[config.mk]
export PLATFORM = sky130hd
export DESIGN_NAME = cr_cp0_srst_mc
export DESIGN_NICKNAME = d
export VERILOG_FILES = /design/src/rtl/cr_cp0_srst_mc.sv
export SDC_FILE = /design/constraint.sdc
export NUM_CORES = 1
export LEC_CHECK = 0
export BUFFER_PORTS_ARGS = -buffer_cell sky130_fd_sc_hd__clkbuf_2
export CAP_MARGIN = 10
export CORE_MARGIN = 4
export CORE_UTILIZATION = 34
export CTS_CLUSTER_SIZE = 25
export DETAILED_ROUTE_END_ITERATION = 12
export PLACE_DENSITY_LB_ADDON = 0.15
export SETUP_SLACK_MARGIN = 0.02
export SYNTH_ARGS = -nofsm -noshare
export SYNTH_HDL_FRONTEND = slang
export SYNTH_SLANG_ARGS = --single-unit
[constraint.sdc]
create_clock -name srst_sm_clk -period 2.9 [get_ports srst_sm_clk]
set_clock_uncertainty 0.05 [all_clocks]
set_input_delay 0.87 -clock srst_sm_clk [delete_from_list [all_inputs] [get_ports srst_sm_clk]]
set_output_delay 0.87 -clock srst_sm_clk [all_outputs]
set_load 0.01 [all_outputs]
[src/rtl/cr_cp0_srst_mc.sv]
// cr_cp0_srst_mc: CP0 soft-reset sequencer. Collects quiesce acks from all channels,
// drives the latched reset type to system IO for HOLD_CYC cycles, then parks until reset.
//
// Ports:
//   srst_sm_clk        in   clock
//   rst                in   asynchronous active-high reset
//   ex_sel             in   soft-reset instruction in execute stage
//   flush              in   pipeline flush (aborts only while waiting for acks)
//   req_valid          in   soft-reset request
//   req_valid_noinput  in   timing-relaxed copy of req_valid, used only for iui_stall_noinput
//   srst_value         in   [SRST_W]  requested reset type
//   srst_ack           in   [ACK_NUM] per-channel quiesce ack
//   srst_req           out  [ACK_NUM] per-channel quiesce request
//   sysio_srst         out  [SRST_W]  reset request to system IO
//   ifu_mask           out  fetch mask
//   iui_stall          out  issue stall
//   iui_stall_noinput  out  issue stall from the relaxed request copy
//   sm_clk_en          out  gated-clock enable for this block
//   timeout            out  sticky ack-timeout flag (only with SRST_TIMEOUT_EN)
//
// Build option: define SRST_TIMEOUT_EN to bound the ack wait with a TO_W-bit counter.
module cr_cp0_srst_mc #(
    parameter int ACK_NUM  = 2,
    parameter int SRST_W   = 2,
    parameter int HOLD_CYC = 1,
    parameter int TO_W     = 8
) (
    input  logic               srst_sm_clk,
    input  logic               rst,
    input  logic               ex_sel,
    input  logic               flush,
    input  logic               req_valid,
    input  logic               req_valid_noinput,
    input  logic [SRST_W-1:0]  srst_value,
    input  logic [ACK_NUM-1:0] srst_ack,
    output logic [ACK_NUM-1:0] srst_req,
    output logic [SRST_W-1:0]  sysio_srst,
    output logic               ifu_mask,
    output logic               iui_stall,
    output logic               iui_stall_noinput,
    output logic               sm_clk_en
`ifdef SRST_TIMEOUT_EN
    ,
    output logic               timeout
`endif
);

    if (ACK_NUM < 1 || ACK_NUM > 8 || SRST_W < 1 || SRST_W > 4 ||
        HOLD_CYC < 1 || HOLD_CYC > 15 || TO_W < 1 || TO_W > 31) begin : g_bad_param
        $error("cr_cp0_srst_mc: parameter out of range");
    end

    typedef enum logic [1:0] {IDLE, WFACK, HOLD, WFRST} state_t;

    state_t             state;
    logic [SRST_W-1:0]  value;
    logic [ACK_NUM-1:0] sticky;
    logic [3:0]         hold_cnt;
    logic               idle;
    logic               acks_done;
    logic               to_hit;

    assign idle      = state == IDLE;
    // the last ack may arrive in the very cycle the set completes
    assign acks_done = &(sticky | srst_ack);

`ifdef SRST_TIMEOUT_EN
    // leaving on the edge that makes the counter all-ones
    localparam logic [TO_W-1:0] TO_LAST = TO_W'((64'd1 << TO_W) - 64'd2);
    logic [TO_W-1:0] to_cnt;

    assign to_hit = to_cnt == TO_LAST;

    always_ff @(posedge srst_sm_clk or posedge rst) begin
        if (rst) begin
            to_cnt  <= '0;
            timeout <= 1'b0;
        end else begin
            to_cnt <= (state == WFACK && !flush) ? to_cnt + 1'b1 : '0;
            if (state == WFACK && !flush && to_hit && !acks_done)
                timeout <= 1'b1;
        end
    end
`else
    assign to_hit = 1'b0;
`endif

    always_ff @(posedge srst_sm_clk or posedge rst) begin
        if (rst) begin
            state    <= IDLE;
            value    <= '0;
            sticky   <= '0;
            hold_cnt <= '0;
        end else begin
            case (state)
                IDLE: if (req_valid) begin
                    state  <= WFACK;
                    value  <= srst_value;
                    sticky <= '0;
                end
                WFACK: if (flush) begin
                    state    <= IDLE;
                    sticky   <= '0;
                    hold_cnt <= '0;
                end else begin
                    sticky <= sticky | srst_ack;
                    if (acks_done || to_hit) begin
                        state    <= HOLD;
                        hold_cnt <= 4'(HOLD_CYC - 1);
                    end
                end
                HOLD: if (hold_cnt == 4'd0) state <= WFRST;
                      else hold_cnt <= hold_cnt - 4'd1;
                WFRST: state <= WFRST;
            endcase
        end
    end

    // outputs decode the async-reset state, so they drop the moment rst rises
    assign srst_req          = (state == WFACK) ? ~sticky : '0;
    assign sysio_srst        = (state == HOLD) ? value : '0;
    assign ifu_mask          = state == HOLD || state == WFRST;
    assign iui_stall         = !rst && (req_valid || !idle);
    assign iui_stall_noinput = !rst && (req_valid_noinput || !idle);
    assign sm_clk_en         = ex_sel || !idle;

endmodule

==> qor.yml <==
run_status:
  outcome: "complete, no violations"
routing:
  wl_um: 1280
  met3_routed_length_um: 66
  detailroute.wirelength.met2_um: 585
  route.top_layer_used: "met4"
  drc: 0
  first_pass_iteration_count_of_the_detailed_router: 4
  vias: 531
  drt-vias-per-instance: 5.36
  drtIter0Drc: 13
  routedWlPerCell_um: 12.9
  postRouteAntennaNets: 0
  routedLengthMet1_um: 617
grt:
  grt_start_max_net_pins: 13
  grt_overflow_total: 0
  antenna_violations_before_repair: 0
  global_route_wire_length_before_repair_um: 2280
  first_global_vias: 517
  groute.usage.overall: 0.119
clock_network:
  clock_path_buffers: 2
  worst_setup_hold_path_clk_slew_ns: 0.06
  cts-root-buf: "clkbuf_4"
  cts_inserted_buffers: 3
  cts_htree_levels: 1
  post-cts-setup-buffers: 0
  post_cts_sizing_count: 0
  worst_skew_pair.late_latency_ns: 0.26
  cts_tree: "built"
  post_cts_hold_buffer_count: 0
  cts_num_sinks: 10
logic_synthesis:
  netlist-cell-type-count: 26
  synth_top_cell_by_area: "dfrtp_1"
  synth_area_per_cell_um2: 8.89
  synth_area_um2: 587
  yosys_reg_bits: 10
  synth.yosys.seq_area_share: 0.426
  count_of_flip_flops_with_a_built_in_enable_after_synthesis: 0
  synth_warnings: 0
  ys_flop_type: "dfrtp_1"
  post_synth_inst_count: 66
  post_synthesis_net_count: 78
  netlist.area_leader.share: 0.426
  dominant_cells_by_area_after_synthesis: "dfrtp_1, ha_1, o21ai_0, inv_1, mux2_2"
  synthArstFlopShare: 1.00
die:
  floorplan.die_area_um2: 2450
  dieHeight_um: 49.5
  row_count: 14
  fp.coreArea_um2: 1580
  die-width_um: 49.5
  io_pins: 18
  initial_cell_density_of_the_core: 0.372
min_path:
  hold_path_depth: 1
  launch_instance_of_the_worst_min_delay_path: "value[0]"
  worstHoldEndpoint: "value[0]"
  hold_path_class: "reg2reg"
placement:
  dp.final_hpwl_um: 961
  port_buffers: 17
  placed_area_um2: 678
  preCtsSetupSlack_ns: 0.611
  gp_weighted_congestion: 0.765
sta:
  period_share: 0.789
  totalNegativeSetupSlack_ns: 0
  timing.slew.headroom: 0.615
  max_clock_freq_ghz: 0.437
  final-setup-viol-count: 0
  rsz_0062_raised_after_global_routing: "false"
  worst_slew_pin_slew_ns: 0.576
  report.final.hold_viol_count: 0
  post_route_worst_hold_slack_ns: 0.455
  finalWorstPathRequiredPeriod_ns: 2.29
  final.setup.worst_slack_ns: 0.613
  finalMaxSlewViolations: 0
critical_path:
  crit_path_cell_trace: "clkbuf_2 -> or3_1 -> clkbuf_2"
  worst_r2r_startpoint: "hold_cnt[0]"
  timing.setup.critical_path_class: "in2out"
  r2r_end: "hold_cnt[1]"
  startpoint_type: "primary input"
  cp.required_ns: 1.98
  crit_top_cell: "clkbuf_2"
  maximum_fanout_along_the_worst_path: 1
  data_arrival_time_of_the_critical_path_ns: 1.37
  cp-end-kind: "primary output"
  crit_path_top_delay_cell: "or3_1"
  timing.reg2reg.setup_slack_ns: 1.19
  number_of_cells_traversed_by_the_worst_register_to_register_path: 5
  critical_path.max_stage_delay_ns: 0.29
pwr:
  netSwitchingPower_mw: 0.0564
  peakVddDrop_uv: 175
  internal-power_mw: 0.195
  cellPowerDensity_nw_per_um2: 359
  seq_power_share: 0.560
  share_clk_of_total_power: 0.372
  p_leak_nw: 0.337
  sw_frac_of_total: 0.224
  logic_gate_share_of_total_power: 0.068
flow_run:
  max_cap_viol_count: 0
cells_and_area:
  n_diodes: 0
  final_nets: 97
  final_core_utilization: 0.444
  area_delta_synth_final_pct: 19.4
  drive_above_1_share: 0.289
  layout.cell_area.non_filler_um2: 701
-- placed cells by master (no fill, tap or decap), types with 3 or more instances in the layout --
master	Yosys	final
o21ai_0	5	5
clkbuf_4	0	3
o211ai_1	3	3
nand2_1	4	4
nand2b_1	3	3
a21oi_1	4	4
dfrtp_1	10	10
nor2_1	6	6
clkbuf_2	0	17
inv_1	6	6
-- how the worst max path moves through the flow --
stage	startpoint	to	cells past startpoint	slack [ns]
global route	state[0]	srst_req[0]	3	0.56
finish	ex_sel	sm_clk_en	3	0.61
floorplan	ex_sel	sm_clk_en	1	0.76
detailed placement	ex_sel	sm_clk_en	3	0.61
CTS	ex_sel	sm_clk_en	3	0.61
global placement	ex_sel	sm_clk_en	3	0.61
-- power groups by stage --
stage	Sequential, mW	Clock [mW]	Combinational [mW]
after floorplan	0.144	0	0.00746
after global placement	0.144	0	0.0172
after detailed placement	0.144	0	0.0174
after CTS	0.141	0.0978	0.0176
after global routing	0.141	0.106	0.0197
final	0.141	0.0936	0.0171
-- critical path, delay by kind of cell --
kind                   cells  cell delay [ns]
AND/OR/NAND/NOR            1             0.29
buffers and inverters      2             0.20
-- synth_stat cells (2+ instances only) --
cell type  count
o211ai_1       3
nor3_1         2
and2_1         2
o21bai_1       2
buf_2          2
nor2_1         6
nand2b_1       3
inv_1          6
a21oi_1        4
dfrtp_1       10
o21ai_0        5
mux2_2         2
ha_1           2
nand2_1        4
nor2b_1        2
-- routing by layer --
metal / up-vias / GRT usage
li1: 268 / -
met5: - / 0
met4: 0 / 0.0691
met3: 2 / 0.0392
met2: 16 / 0.163
met1: 245 / 0.159
-- area by class of cell --
cell class              instances  area [um2]
fillers                       167         876
repair buffers                 17        85.1
well taps                      16        20.0
inverters                       6        22.5
multi-input cells              47         300
clock buffers                   3        22.5
flip-flops and latches         10         250
-- cell families (layout without fill, tap and decap cells) --
family                   after synthesis  after routing  synth area share
AND/OR/NAND/NOR                       25             25             0.239
AO/OA/AOI/OAI                         18             18             0.192
flip-flops                            10             10             0.426
buffers and inverters                  9             26            0.0618
adder cells (fa/ha/maj)                2              2            0.0426
multiplexers                           2              2            0.0384
-- flip-flops by register name (all words and copies together), names as in the netlist --
register and cells:
value 2, sticky 2, state 2, hold_cnt 4
-- stage by stage --
stage | instances | power, mW
2_1_floorplan | 66 | 0.151
3_3_place_gp | 96 | 0.161
3_5_place_dp | 96 | 0.161
4_1_cts | 99 | 0.256
5_1_grt | 99 | 0.267
6_report | 99 | 0.252
Power figures use the tool's default switching activity.
